--- src/rtl/truth_table_seq_eval.sv ---
// Run-time programmable multi-output truth table with a valid/ready query path
// and an exhaustive sweep mode that streams every input vector with its outputs.
module truth_table_seq_eval #(
  parameter int                            N_IN          = 4,
  parameter int                            N_OUT         = 5,
  parameter logic [(2**N_IN)*N_OUT-1:0]    DEFAULT_TABLE = '0,
  parameter logic [N_OUT-1:0]              INV_MASK      = '0
) (
  input  logic             clk,
  input  logic             rst_n,
  input  logic             cfg_we,
  input  logic [N_IN-1:0]  cfg_addr,
  input  logic [N_OUT-1:0] cfg_data,
  input  logic             sweep_start,
  input  logic             in_valid,
  output logic             in_ready,
  input  logic [N_IN-1:0]  in_x,
  output logic             out_valid,
  input  logic             out_ready,
  output logic [N_IN-1:0]  out_x,
  output logic [N_OUT-1:0] out_f,
  output logic             out_last,
  output logic             busy
);
  localparam int            DEPTH = 1 << N_IN;
  localparam logic [0:0]    IDLE  = 1'b0;
  localparam logic [0:0]    SWEEP = 1'b1;
  localparam logic [N_IN:0] LAST  = (N_IN+1)'(DEPTH-1);
  localparam logic [N_IN:0] ONE   = (N_IN+1)'(1);

  // Entry i occupies bits [i*N_OUT +: N_OUT], matching the DEFAULT_TABLE image.
  logic [DEPTH-1:0][N_OUT-1:0] tbl;
  logic [0:0]                  state;
  logic [N_IN:0]               cnt;
  logic                        adv, accept, wr, start;
  logic [N_IN-1:0]             sweep_idx;

  assign adv       = !out_valid || out_ready;
  assign in_ready  = (state == IDLE) && adv && !cfg_we && !sweep_start;
  assign accept    = in_valid && in_ready;
  assign wr        = cfg_we && (state == IDLE);
  assign start     = sweep_start && !cfg_we && (state == IDLE);
  assign sweep_idx = cnt[N_IN-1:0];
  assign busy      = (state == SWEEP);

  always_ff @(posedge clk or negedge rst_n) begin
    if (!rst_n) begin
      tbl       <= DEFAULT_TABLE;
      state     <= IDLE;
      cnt       <= '0;
      out_valid <= 1'b0;
      out_x     <= '0;
      out_f     <= '0;
      out_last  <= 1'b0;
    end else begin
      if (wr) tbl[cfg_addr] <= cfg_data;
      case (state)
        IDLE: begin
          if (start) begin
            state <= SWEEP;
            cnt   <= '0;
          end
          if (adv) begin
            out_valid <= accept;
            if (accept) begin
              out_x    <= in_x;
              out_f    <= tbl[in_x] ^ INV_MASK;
              out_last <= 1'b0;
            end
          end
        end
        default: begin
          // cnt only advances when a beat is loaded, so stalls never skip or repeat.
          if (adv) begin
            out_valid <= 1'b1;
            out_x     <= sweep_idx;
            out_f     <= tbl[sweep_idx] ^ INV_MASK;
            out_last  <= (cnt == LAST);
            cnt       <= cnt + ONE;
            if (cnt == LAST) state <= IDLE;
          end
        end
      endcase
    end
  end
endmodule

--- config.mk ---
export PLATFORM = sky130hd
export DESIGN_NAME = truth_table_seq_eval
export DESIGN_NICKNAME = d
export VERILOG_FILES = /design/src/rtl/truth_table_seq_eval.sv
export SDC_FILE = /design/constraint.sdc
export NUM_CORES = 1
export LEC_CHECK = 0
export CORE_MARGIN = 8
export CORE_UTILIZATION = 30
export CTS_CLUSTER_DIAMETER = 150
export CTS_CLUSTER_SIZE = 8
export DETAILED_ROUTE_END_ITERATION = 12
export GPL_TIMING_DRIVEN = 0
export PLACE_DENSITY = 0.54
export SYNTH_ARGS = -nofsm -noshare
export SYNTH_HDL_FRONTEND = slang
export SYNTH_SLANG_ARGS = --single-unit
--- constraint.sdc ---
create_clock -name clk -period 2.6 [get_ports clk]
set_clock_uncertainty 0.2 [all_clocks]
set_input_delay 0.26 -clock clk [delete_from_list [all_inputs] [get_ports clk]]
set_output_delay 0.26 -clock clk [all_outputs]
set_load 0.03 [all_outputs]
== After elaboration in Yosys (flattened, before gate mapping) ==
Index checks and enable logic that the tools add are counted.
Operators by class
  $add $sub $neg: 1
  muxes and demuxes: 29
  $lt $le $gt $ge: 4
  bitwise gates (word level): 1
  reduce and logical (&&, ||, !) cells: 16
  eq/ne operators: 2
Operators by type and width (number)
  bitwise mux 80 bit: 1
  2-to-1 mux 5 bit: 10
  binary-select mux 5 bit (select 4 bit): 2
  demux 5 bit (select 4 bit): 1
  2-to-1 mux 4 bit: 4
  less-than comparator 4 x 5 -> 1 bit (second input constant): 3
  2-to-1 mux 1 bit: 11
  logical AND 1 bit: 8
  adder 5 x 1 -> 5 bit (second input constant): 1
  == test 5 x 4 -> 1 bit (second input constant): 1
  >= comparator 4 x 1 -> 1 bit (second input constant): 1
  AND reduction 2 bit: 2
  nonzero test 2 bit: 2
  logical NOT 1 bit: 3
  inequality test 2 x 1 -> 1 bit (second input constant): 1
  logical OR 1 bit: 1
  NOT 1 bit: 1
Storage, ports and cells
  output and inout bits: 13
  register bits after elaboration: 97
  word-level logic and storage cells: 75

== Depth between registers and ports, before layout ==
Gate-level depths: netlist (run 1).
  depth after elaboration: 9
  mapped depth: 8
  gate-level depth less buffers: 6

== Least setup slack after synthesis (run 1) ==
No wires, ideal clock.
  kind: register to output
  from: reg state (netlist: busy)
  to: out in_ready
  data required time: 2140 ps
  data arrival time: 1930 ps
  slack: 210 ps
  buffers on the path: 2
  cell stages (with the launch flop): 4
  cell sequence: dfrtp_1 clkbuf_1 clkbuf_1 nor4_1
Between the ends
  longest elaborated chain between the ends: 4
Ends and longest elaborated chain
  from (decl): line 33  | logic [0:0] state;
  from (signal assigned): line 49  | state <= IDLE;
  from (signal assigned): line 60  | state <= SWEEP;
  from (signal assigned): line 80  | if (cnt == LAST) state <= IDLE;
  NOT 1 bit
  logical AND 1 bit (3 in a row): line 39  | assign in_ready = (state == IDLE) && adv && !cfg_we && !sweep_start;
  to (decl): line 16  | output logic in_ready,
No other way between the ends.

== Worst setup path in the final report (run 1) ==
  from: reg state (netlist: busy)
  to: reg tbl[65] in the netlist's numbering
Between the ends
  longest elaborated chain between the ends: 2
Ends and longest elaborated chain
  NOT 1 bit
  logical AND 1 bit: line 41  | assign wr = cfg_we && (state == IDLE);
  to (signal, indexed assignment): line 56  | if (wr) tbl[cfg_addr] <= cfg_data;
  to (decl): line 32  | logic [DEPTH-1:0][N_OUT-1:0] tbl;
No other way between the ends.
A chain may end at the register's enable or synchronous reset.

==> impl_results.md, run 1 <==
- Outcome: finished clean
- N_diodes: 0
- Final ANT Viol Nets: 0
- Number of synthesized flops with an enable pin: 0
- CTS tree: built
- Pins Over Slew Limit: 0
- Crit path launch: busy$_DFF_PN0_
- DR WL/cell: 21.0 µm
- Yosys reg bits: 97
- Share of power burned in registers: 37.7%
- Tightest Pin Transition: slightly above 0.9 ns
- Top cell type's share of synthesized area: between 40% and 50%
- Fin Hold WS: 0.156 ns
- Placed wire-length estimate: approximately 11 mm
- Hold path start: in_x[1]
- Die area: roughly 22000 µm²
- Die Ht: 149 µm
- Area after DPL: ~5900 µm²
- First-pass DRT Iterations: 5
- Final setup viols: 0
- Post-Syn Nets: roughly 440
- Crit-path max FO: 9
- Clock Power Share: 23.6%
- Peak supply drop: between 0.4 and 0.5 mV
- Startpoint Class: flip-flop
- Grt peak-use layer: met2
- Die width: ~150 µm
- RSZ-0062 raised after global routing: no
- Initial core utilization: 30.6%
- Grt met2 use: between 20% and 30%
- Fin nets: 480
- Combinational power share: 38.8%
- Design area: 6210 µm²
- H-tree Lvls: 3
- Vias in the first global route: 3768
- Max-slew headroom: ~37%
- Top cell type by total area after synthesis: dfrtp_1
- Clk pin slew, worst setup/hold paths: 0.06 ns
- Clk sinks: 97
- FF-to-FF Start: busy$_DFF_PN0_
- Netlist cell types: 40
- PortBufs: 29
- GRT Util Overall: 13.5%
- Tcrit/Tclk final: 93.3%
- Ys Warns: 0
- Grt total ovfl: 0
- Arr. time, crit path: around 2.5 ns
- Max-cap viol count: 0
- Worst-Skew Late Latency: 0.35 ns
- Met3 GRT Util: 3.16%
- Avg Cell Area, Syn: 12.7 µm²
- Post-Synthesis Cell Area: between 5000 and 6000 µm²
- Post-synth ARST share: 100%
- Pint: 3.93 mW
- DRT iter0 DRCs: 220
- Synthesis-to-layout area growth: 17.6%
- Worst setup EP type: flip-flop
- Met1 usage: 17.6%
- First-pass GRT wire length: 22.8 mm
- Synth Flop Type: dfrtp_1
- PD cells: 974 nW/µm²
- CTS Root Cell: clkbuf_16
- Clock buffer depth: 2
- Setup slack, reg-to-reg: 0.18 ns
- Worst EP required: 2.63 ns
- RePlAce Congestion: 0.815
- Sequential area share after synthesis: 46.0%
- Leak pwr: roughly 2.8 nW
- Final Routed Wirelength: 14.4 mm
- Final hold vios: 0
- CTS Buf Count: 9
- Drt drc: 0
- Core Region: around 17000 µm²
- Initial antenna violation count: 0
- I/O Pins: 32
- Sw Share: a little over a third
- Vias after detailed routing: between 3000 and 4000
- NetSw: 2.12 mW
- Final Critical Period: approximately 2.4 ns
- Hold/Removal Path Class: input port to flip-flop
- Post CTS Setup Buffer Count: 0
- Mean number of vias per cell: between 5 and 6
- Share of layout cells above drive strength 1: 18.4%
- Max Clk Rate: 0.412 GHz
- Largest cells by area after synthesis: dfrtp_1 46%, mux2i_1 11%, mux2_1 11%
- Largest net degree at the start of global routing: 62
- Mapped Cells: 417
- Critical path class: flip-flop to flip-flop
- Row count: 48
-- worst max-delay path, cell delays in order (launching register included) --
cell,delay [ns]
dfrtp_1,0.37
clkbuf_1,0.22
nor2b_1,0.30
nand3_1,0.23
nor2b_1,0.58
mux2_2,0.41
-- kinds of logic (layout without fill, tap and decap cells) --
family,after synthesis,in the layout,synth area share (%)
AO/OA/AOI/OAI,65,65,9.50
adder cells (fa/ha/maj),2,2,0.474
buffers and inverters,27,73,3.20
flip-flops,97,97,46.0
multiplexers,156,156,34.0
AND/OR/NAND/NOR,70,70,6.87
-- final timing paths --
check	endpoint	depth (start not counted)
max in group asynchronous	tbl[31]$_DFFE_PN0P_	3
worst max-delay path	tbl[65]$_DFFE_PN0P_	5
worst max register to register	tbl[65]$_DFFE_PN0P_	5
min in group asynchronous	tbl[44]$_DFFE_PN0P_	2
worst min register to register	out_x[1]$_DFFE_PN0P_	2
worst min-delay path	out_x[1]$_DFFE_PN0P_	3
-- flip-flops by register name, indices dropped and copies added, names as in the netlist --
signal,cells
out_valid,1
out_f,5
tbl,80
out_x,4
busy,1
out_last,1
cnt,5
-- layer usage --
layer  vias to the layer above  wire (µm)
met5                         -          0
met4                         0        351
met3                        24        805
met2                       111       6680
met1                      1828       6590
li1                       1648          -
-- power by group through the flow --
stage	registers, mW	logic [mW]	clock network [mW]
after global routing	2.34	2.52	1.49
after floorplan	2.33	1.54	0
after global placement	2.27	2.31	0
after CTS	2.27	2.35	1.45
after detailed placement	2.30	2.34	0
final	2.28	2.34	1.42
-- timing repair --
action,CTS,global route
gates resized for setup,1,4
endpoints found under the hold margin,36,0
endpoints found under the setup margin,1,11
hold buffers,1,0
-- cells in the final DEF (no fill, tap or decap), types with 2 or more instances in the layout --
| cell | n |
|---|---|
| buf_4 | 5 |
| nand2b_1 | 5 |
| dfrtp_1 | 97 |
| a21oi_1 | 10 |
| nor2_1 | 6 |
| clkbuf_16 | 9 |
| o21ai_0 | 7 |
| bufinv_16 | 2 |
| nand2_1 | 30 |
| mux4_2 | 10 |
| and2_1 | 3 |
| mux2i_1 | 60 |
| o22ai_1 | 7 |
| o41ai_2 | 3 |
| a22oi_1 | 12 |
| buf_2 | 4 |
| buf_6 | 2 |
| a22o_1 | 10 |
| ha_1 | 2 |
| buf_12 | 2 |
| and3_1 | 2 |
| clkbuf_1 | 15 |
| mux2_2 | 36 |
| nand3_1 | 2 |
| a211oi_1 | 2 |
| a221oi_1 | 5 |
| mux2_1 | 50 |
| nor2b_1 | 11 |
| clkdlybuf4s50_1 | 27 |
| o31ai_1 | 4 |
| a221oi_2 | 3 |
-- final cells by class --
| type | instances | area, µm² |
|---|---|---|
| Multi-Input combinational cell | 293 | 2690 |
| Inverter | 1 | 3.75 |
| Tap cell | 225 | 282 |
| Sequential cell | 97 | 2430 |
| Fill cell | 1659 | 11000 |
| Buffer | 26 | 166 |
| Clock buffer | 12 | 246 |
| Clock inverter | 3 | 65.1 |
| Timing Repair Buffer | 31 | 324 |
-- metrics by stage --
| step | worst slack (ns) | TNS (ns) | power, mW | std cells | util, % |
|---|---|---|---|---|---|
| CTS | 0.123 | 0 | 6.07 | 688 | 36.0 |
| detailed placement | -0.108 | -0.914 | 4.64 | 672 | 34.1 |
| global route | 0.0370 | 0 | 6.35 | 688 | 36.0 |
| global placement | -2.63 | -255.05 | 4.59 | 671 | 34.0 |
| floorplan | 0.210 | 0 | 3.87 | 417 | - |
| finish | 0.175 | 0 | 6.04 | 688 | 36.0 |
-- Yosys cell counts (3+ instances only) --
cell type	number
nor2_1	7
a22oi_1	12
mux2_1	50
nor2b_1	11
mux4_2	10
and2_1	3
mux2_2	36
a21oi_1	10
o21ai_0	7
dfrtp_1	97
o22ai_1	7
buf_2	4
nand2_1	30
o41ai_2	3
clkbuf_1	14
buf_4	4
o31ai_1	4
nand2b_1	5
a22o_1	10
a221oi_2	3
mux2i_1	60
a221oi_1	5
(Power assumes the default switching activity.)
==> run 2, diff against run 1 <==
PLACE_DENSITY = 0.56   (was 0.54)
clock period = 2.1 ns   (was 2.6 ns; I/O delays follow)
==> run 2 against run 1 <==
The run now ends with setup timing left. Die area is the same. Routed wire length grew 2.1%. Sequential share of layout area fell by 1.2 points. Largest power group unchanged. Highest routed layer unchanged.
==> impl_results.md, run 2 (synthesized netlist as in run 1, its figures left out) <==
- Post-route insts no fill: 698 (was 688)
- Pins Over Slew Limit: 0 (unchanged)
- Share of layout cells above drive strength 1: 24.7% (was 18.4%)
- Hold path cells: 3 (unchanged)
- Vias in the first global route: 3957 (was 3768)
- Final Util: 37.2% (was 36.0%)
- Core Region: 17200 µm² (unchanged)
- First-pass DRT Iterations: 4 (was 5)
- Final ANT Viol Nets: 0 (unchanged)
- Final Critical Period: 2.16 ns (was 2.42 ns)
- Failing checks: setup timing
- Reg with most FFs: tbl (unchanged)
- Critical path class: flip-flop to flip-flop (unchanged)
- Max reg flops: 80 (unchanged)
- Initial antenna violation count: 0 (unchanged)
- Initial core utilization: 30.6% (unchanged)
- PD cells: 1210 nW/µm² (was 974 nW/µm²)
- Largest net degree at the start of global routing: 67 (was 62)
- Die width: 149 µm (unchanged)
- Peak supply drop: 0.509 mV (was 0.407 mV)
- Vias after detailed routing: 3663 (was 3611)
- Setup slack, reg-to-reg: -0.06 ns (was 0.18 ns)
- Final hold vios: 0 (unchanged)
- CTS Buf Count: 9 (unchanged)
- N_diodes: 0 (unchanged)
- Outcome: finished, violations left (was finished clean)
- Clk sinks: 97 (unchanged)
- Critical path cell sequence: buf_6 -> buf_12 -> buf_12 -> buf_4 -> mux2i_1 -> a22o_1 -> a221oi_2 -> o22ai_1 -> o41ai_2 (was clkbuf_1 -> nor2b_1 -> nand3_1 -> nor2b_1 -> mux2_2)
- Max Clk Rate: 0.463 GHz (was 0.412 GHz)
- Top flop regs: tbl: 80 flops, cnt: 5 flops, out_f: 5 flops (unchanged)
- Die area: 22100 µm² (unchanged)
- Area after DPL: 5880 µm² (about the same)
- Power Total: 7.74 mW (was 6.04 mW)
- Worst setup EP type: flip-flop (unchanged)
- GRT Util Overall: 13.9% (was 13.5%)
- Placed cell count: 672 (unchanged)
- Worst-Skew Late Latency: 0.34 ns (was 0.35 ns)
- Fillcell total: 1632 (was 1659)
- Crit Reg-Reg Endpoint: out_f[2]$_DFFE_PN0P_ (was tbl[65]$_DFFE_PN0P_)
- DR WL/cell: 21.1 µm (was 21.0 µm)
- Critical Path Slowest Stage Cell: dfrtp_1 (was nor2b_1)
- Most frequent cells in the layout: 96 x dfrtp_1, 60 x mux2i_1, 49 x mux2_1, 36 x mux2_2, 28 x nand2_1 (was 97 x dfrtp_1, 60 x mux2i_1, 50 x mux2_1, 36 x mux2_2, 30 x nand2_1)
- R2R cell count: 9 (was 5)
- Final setup viols: 4 (was 0)
- Max-cap viol count: 0 (unchanged)
- Worst Setup Slack, final: -0.0602 ns (was 0.175 ns)
- DRT iter0 DRCs: 286 (was 220)
- RePlAce Congestion: 0.835 (was 0.815)
- Row count: 48 (unchanged)
- Leak pwr: 2.94 nW (was 2.85 nW)
- H-tree Lvls: 3 (unchanged)
- Synthesis-to-layout area growth: 21.3% (was 17.6%)
- Design area: 6400 µm² (was 6210 µm²)
- Die Ht: 149 µm (unchanged)
- Crit-path max FO: 8 (was 9)
- CTS tree: built (unchanged)
- First-pass GRT wire length: 23.6 mm (was 22.8 mm)
- I/O Pins: 32 (unchanged)
- PortBufs: 29 (unchanged)
- Crit-path max cell delay: 0.40 ns (was 0.58 ns)
- Grt total ovfl: 0 (unchanged)
- Hold path start: in_x[1] (unchanged)
- Final Routed Wirelength: 14.7 mm (was 14.4 mm)
- Hold path endpoint: out_x[1]$_DFFE_PN0P_ (unchanged)
- RSZ-0062 raised after global routing: yes (was no)
- Drt drc: 0 (unchanged)
- Clock buffer depth: 2 (unchanged)
- Clk pin slew, worst setup/hold paths: 0.07 ns (was 0.06 ns)
- Tcrit/Tclk final: 103% (was 93.3%)
- Arr. time, crit path: 2.21 ns (was 2.46 ns)
- FF-to-FF Start: cnt[0]$_DFFE_PN0P_ (was busy$_DFF_PN0_)
- Mean number of vias per cell: 5.25 (about the same)
- Placed wire-length estimate: 10.7 mm (was 10.8 mm)
- Tightest Pin Transition: 0.651 ns (was 0.934 ns)
- Worst EP required: 2.15 ns (was 2.63 ns)
- Startpoint Class: flip-flop (unchanged)
- Commonest non-fill, non-tap cell in the layout: dfrtp_1 (unchanged)
- Max-slew headroom: 56.4% (was 37.2%)
- Pre-CTS setup slack: -0.715 ns (was -0.108 ns)
- Fin nets: 490 (was 480)
- Hold/Removal Path Class: input port to flip-flop (unchanged)
- Most used cell, CP: buf_12 (was nor2b_1)
- CTS Root Cell: clkbuf_16 (unchanged)
## run 2: area by class of cell
class | count | area (µm²) | share of cell area, %
clock inverters | 5 | 80.1 | 1.25
inverters | 1 | 3.75 | 0.0586
clock buffers | 10 | 239 | 3.73
well taps | 225 | 282 | 4.40
plain buffers | 24 | 164 | 2.56
repair buffers | 43 | 420 | 6.57
flip-flops and latches | 97 | 2430 | 37.9
multi-input cells | 293 | 2790 | 43.5
## run 2: repair_timing
action	CTS	global route
pin swaps	3	5
hold buffers	1	0
endpoints found under the hold margin	31	0
buffers inserted	2	10
setup endpoints to repair	65	10
resized for setup	31	3
## run 2: worst max-delay path by stage
stage	start	endpoint	slack [ns]	depth (start not counted)
4_1_cts	cnt[0]$_DFFE_PN0P_	out_f[1]$_DFFE_PN0P_	0.01	8
3_3_place_gp	rst_n	out_f[1]$_DFFE_PN0P_	-3.12	1
5_1_grt	cnt[0]$_DFFE_PN0P_	out_f[1]$_DFFE_PN0P_	-0.11	8
2_1_floorplan	busy$_DFF_PN0_	in_ready	0.08	3
3_5_place_dp	cfg_we	out_f[1]$_DFFE_PN0P_	-0.71	6
6_report	cnt[0]$_DFFE_PN0P_	out_f[2]$_DFFE_PN0P_	-0.06	9
## run 2: report_power, final
group	switching, mW	internal (mW)
Clock	0.709	1.07
Combinational	1.53	1.55
Sequential	0.467	2.41
Total	2.71	5.03
## run 2: per-stage QoR
| stage | setup TNS [ns] | hold slack (ns) |
|---|---|---|
| 2_1_floorplan | 0 | -0.286 |
| 3_5_place_dp | -29.65 | -0.00918 |
| 5_1_grt | -0.379 | 0.178 |
| 3_3_place_gp | -328.86 | 0.261 |
| 6_report | -0.0951 | 0.121 |
| 4_1_cts | 0 | 0.117 |
## run 2: critical path: cells and delay by family (launching register included)
kind / cells / cell delay [ns]
AO/OA/AOI/OAI: 4 / 0.81
multiplexers: 1 / 0.11
buffers and inverters: 4 / 0.54
flip-flops: 1 / 0.40
## run 2: per-layer routing
layer | GRT usage (%) | share of wire, %
met2 | 22.3 | 46
met1 | 18.4 | 46
met3 | 2.16 | 5.6
met4 | 5.92 | 2.3
met5 | 0 | 0
